`src/rtl/lane_serializer_pkg.sv`:
```
// Shared types and sizing helpers for lane_serializer.
package lane_serializer_pkg;

  localparam int SIZE = 8;

  function automatic int lane_w(input int n);
    return (n > 2) ? $clog2(n) : 1;
  endfunction

  typedef enum logic [1:0] {IDLE, SEND, PAR} state_t;

endpackage

```
`src/rtl/lane_serializer.sv`:
```
// Snapshots per-lane x/y vectors and streams them one lane per beat.
// Optional trailing parity beat: define LANE_SERIALIZER_PARITY_EN.
module lane_serializer
  import lane_serializer_pkg::*;
#(
  parameter  int SIZE   = lane_serializer_pkg::SIZE,
  localparam int LANE_W = lane_w(SIZE)
) (
  input  logic              i_clk,
  input  logic              i_rst_n,
  input  logic [SIZE-1:0]   i_x,
  input  logic [SIZE-1:0]   i_y,
  input  logic              i_start,
  input  logic              i_ready,
  input  logic              i_drop_clr,
  output logic              o_valid,
  output logic [LANE_W-1:0] o_lane,
  output logic              o_x,
  output logic              o_y,
  output logic              o_last,
  output logic              o_par,
  output logic              o_busy,
  output logic              o_drop
);

  localparam logic [LANE_W-1:0] LAST_LANE = LANE_W'(SIZE - 1);

  state_t            state_q, state_d;
  logic [LANE_W-1:0] cnt_q, cnt_d;
  logic [SIZE-1:0]   snap_x_q, snap_x_d;
  logic [SIZE-1:0]   snap_y_q, snap_y_d;
  logic              drop_q, drop_d;

  always_ff @(posedge i_clk or negedge i_rst_n) begin
    if (!i_rst_n) begin
      state_q  <= IDLE;
      cnt_q    <= '0;
      snap_x_q <= '0;
      snap_y_q <= '0;
      drop_q   <= 1'b0;
    end else begin
      state_q  <= state_d;
      cnt_q    <= cnt_d;
      snap_x_q <= snap_x_d;
      snap_y_q <= snap_y_d;
      drop_q   <= drop_d;
    end
  end

  always_comb begin
    state_d  = state_q;
    cnt_d    = cnt_q;
    snap_x_d = snap_x_q;
    snap_y_d = snap_y_q;
    drop_d   = drop_q & ~i_drop_clr;
    o_valid  = 1'b0;
    o_busy   = 1'b0;
    o_lane   = '0;
    o_x      = 1'b0;
    o_y      = 1'b0;
    o_last   = 1'b0;
    o_par    = 1'b0;

    case (state_q)
      IDLE: begin
        if (i_start) begin
          snap_x_d = i_x;
          snap_y_d = i_y;
          cnt_d    = '0;
          state_d  = SEND;
        end
      end
      SEND: begin
        o_valid = 1'b1;
        o_busy  = 1'b1;
        o_lane  = cnt_q;
        o_x     = snap_x_q[cnt_q];
        o_y     = snap_y_q[cnt_q];
`ifdef LANE_SERIALIZER_PARITY_EN
        o_last  = 1'b0;
`else
        o_last  = (cnt_q == LAST_LANE);
`endif
        if (i_ready) begin
          if (cnt_q == LAST_LANE) begin
`ifdef LANE_SERIALIZER_PARITY_EN
            state_d = PAR;
`else
            state_d = IDLE;
`endif
          end else begin
            cnt_d = cnt_q + LANE_W'(1);
          end
        end
      end
`ifdef LANE_SERIALIZER_PARITY_EN
      PAR: begin
        o_valid = 1'b1;
        o_busy  = 1'b1;
        o_x     = ^snap_x_q;
        o_y     = ^snap_y_q;
        o_par   = 1'b1;
        o_last  = 1'b1;
        if (i_ready) state_d = IDLE;
      end
`endif
      default: state_d = IDLE;
    endcase

    // Any start outside IDLE is dropped; set beats a same-cycle clear.
    if (state_q != IDLE && i_start) drop_d = 1'b1;
  end

  assign o_drop = drop_q;

endmodule

```
`config.mk`:
```
export PLATFORM = sky130hd
export DESIGN_NAME = lane_serializer
export DESIGN_NICKNAME = d
export VERILOG_FILES = /design/src/rtl/lane_serializer_pkg.sv /design/src/rtl/lane_serializer.sv
export SDC_FILE = /design/constraint.sdc
export NUM_CORES = 1
export LEC_CHECK = 0
export BUFFER_PORTS_ARGS = -buffer_cell sky130_fd_sc_hd__buf_4
export CAP_MARGIN = 20
export CORE_UTILIZATION = 53
export DETAILED_ROUTE_END_ITERATION = 10
export PLACE_DENSITY = 0.82
export SLEW_MARGIN = 10
export SYNTH_ARGS = -nofsm -noshare
export SYNTH_HDL_FRONTEND = slang
export SYNTH_SLANG_ARGS = --single-unit
```
`constraint.sdc`:
```
create_clock -name i_clk -period 3.3 [get_ports i_clk]
set_input_delay 0.165 -clock i_clk [delete_from_list [all_inputs] [get_ports i_clk]]
set_output_delay 0.165 -clock i_clk [all_outputs]
set_load 0.03 [all_outputs]
```
==> reports/metrics.yaml <==
yosysTopAreaCell: "dfrtp_1"
hold_viol: 0
power.density_nw_per_um2: 960
max_stage_delay_ns: 0.55
hp-class: "input pin to flip-flop"
fp.dieH_um: 46.5
post_drt_wl_per_cell_um: 13.7
post-route-period-util_pct: 59.1
synthTopCellsByArea: "dfrtp_1 50%, mux2_2 23%, mux4_2 4.3%"
status: "finished clean"
critPathLaunchType: "flip-flop"
cts_buffers: 3
peakVddDrop_mv: 0.558
finalSetupViolations: 0
antenna_left: 0
cp_cell_sequence: "mux4_2 -> o22ai_1 -> nor2_1 -> buf_4"
portBuffers: 29
leakage_nw: 0.608
dieWidth_um: 46.5
initial_core_util_pct: 58.7
finClkSkew_ns: 0.00291
cts_buffer_depth: 2
grt_pass1_vias: 675
antenna_found_initial: 0
dr_total_vias: 689
yosysWarningCount: 0
cts_sinks: 21
drt_iter0_drc: 3
routed_wl_mm: 1.82
grt_usage_pct: 19.6
viasPerCell: 5.18
worst_ep_required_time_ns: 3.13
period_needed_ns: 1.95
gp_congestion: 0.695
critical_path_class: "flip-flop to output pin"
ys_types: 24
nNetsFinal: 132
worst_slack_ns: 1.35
ys_ff_latch: 21
cts-resized-gates: 0
cap_violations: 0
hpwlAfterDp_mm: 1.37
clkTransAtPathRegs_ns: 0.11
synthCells: 80
worstPathArrival_ns: 1.79
drive_gt1_share_pct: 52.8
slowest_stage: "dfrtp_1"
cp-end-kind: "output pin"
pre_cts_ws_ns: 1.48
cts_max_level: 1
core.rowCount: 15
synth_area_um2: 1050
firstDrtPassIters: 2
diodes: 0
core_um2: 1780
slew_viol_final: 0
grt_first_pass_wirelength_mm: 2.93
die_area_um2: 2160
drc_errors: 0
clkLatencyLatePin_ns: 0.29
cts_tree: "yes"
critPathMaxFanout: 8
syn_to_final_growth_pct: 23.1
ys_seq_area_share_pct: 50.2
timing.fmax_mhz: 512
synth.avg_cell_area_um2: 13.1
overflow: 0
grt_max_degree: 22
post_cts_buffers: 0
io_pins: 31
rsz0062_at_grt: "no"
ctsRootBufferMaster: "clkbuf_4"
tns_ns: 0
syn_nets: 103
synth.top_cell.area_share_pct: 50.2
==> cell usage after synthesis, drive strengths merged <==
master   n
mux4     2
buf      6
xor2     1
nand2b   2
nor3b    1
clkbuf   1
mux2i    2
a21oi    1
o22ai    2
ha       2
nand2    2
a22o     1
mux2    21
conb     1
and2     4
a21o     1
dfrtp   21
inv      1
o21ai    3
nor2b    2
nor2     3
==> cell type report <==
| cell class | instances | area, um2 |
|---|---|---|
| multi-input combinational | 51 | 467 |
| clock buffer | 4 | 26.3 |
| tap | 25 | 31.3 |
| sequential | 21 | 526 |
| timing repair buffer | 31 | 235 |
| fill | 137 | 494 |
| inverter | 1 | 3.75 |
==> through the flow <==
| step | instances | power (W) | instance area, um2 | util, % | hold slack, ns |
|---|---|---|---|---|---|
| detailed placement | 128 | 0.00113 | 1250 | 70.2 | 0.0610 |
| CTS | 133 | 0.00125 | 1290 | 72.3 | 0.0314 |
| floorplan | 80 | 0.000955 | 1050 | - | -0.131 |
| global placement | 128 | 0.00110 | 1250 | 70.2 | 0.0601 |
| finish | 133 | 0.00124 | 1290 | 72.3 | 0.0400 |
| global route | 133 | 0.00133 | 1290 | 72.3 | 0.0264 |
==> flip-flops by register name (all words and copies together), names as in the netlist <==
| signal | count |
|---|---|
| o_drop | 1 |
| cnt_q | 3 |
| snap_y_q | 8 |
| state_q | 1 |
| snap_x_q | 8 |
==> worst max-delay path: cells and delay by family, from the launching register on <==
kind | cells | cell delay, ns
buffers and inverters | 1 | 0.16
multiplexers | 1 | 0.54
AND/OR/NAND/NOR | 1 | 0.07
flip-flops | 1 | 0.55
AO/OA/AOI/OAI | 1 | 0.18
==> routing by layer <==
metal | GRT usage (%) | wire (um)
met3 | 2.75 | 94
met1 | 24.4 | 825
met4 | 7.06 | 6
met5 | 0 | 0
met2 | 34.2 | 895
==> power by group <==
part           total, W  leakage, nW  internal, W  switching, W
clock          0.000118       0.0150    0.0000469     0.0000708
sequential     0.000494        0.251     0.000379      0.000115
combinational  0.000625        0.342     0.000339      0.000286
total           0.00124        0.608     0.000765      0.000472
==> logic make-up after synthesis <==
kind of cell | count (synthesis) | share of synthesized area (%)
AO/OA/AOI/OAI | 8 | 4.66
other | 1 | 0.358
flip-flops | 21 | 50.2
buffers and inverters | 8 | 5.26
adder cells (fa/ha/maj) | 2 | 2.39
multiplexers | 25 | 28.8
AND/OR/NAND/NOR | 14 | 7.53
XOR/XNOR | 1 | 0.836
==> cells in the final DEF, fill, tap and decap left out <==
cell type and instances:
nor2b_2 1, clkbuf_4 3, nor2_1 3, nor3b_1 1, dlygate4sd3_1 1, conb_1 1, nand2_1 2, nor2b_1 1
a22o_1 1, ha_1 2, mux4_2 2, mux2i_1 2, inv_1 1, mux2_2 21, and2_1 4, nand2b_1 2
a21o_1 1, dfrtp_1 21, clkbuf_1 1, a21oi_1 1, o21ai_0 3, buf_4 30, xor2_1 1, o22ai_1 2
==> timing repair <==
item	in CTS	in global routing
endpoints found under the setup margin	0	0
endpoints found under the hold margin	21	0
hold buffers	1	0
==> worst paths after layout <==
kind / startpoint / end / slack (ns) / cells after the start
setup / recovery: cnt_q[0] / o_y / 1.35 / 4
hold / removal: i_drop_clr / o_drop / 0.04 / 2
setup reg to reg: cnt_q[0] / cnt_q[2] / 1.47 / 5
hold reg to reg: snap_y_q[6] / snap_y_q[6] / 0.51 / 1
max in group asynchronous: i_rst_n / cnt_q[0] / 2.81 / 2
min in group asynchronous: i_rst_n / snap_x_q[7] / 0.28 / 2
Power figures use the tool's default switching activity.
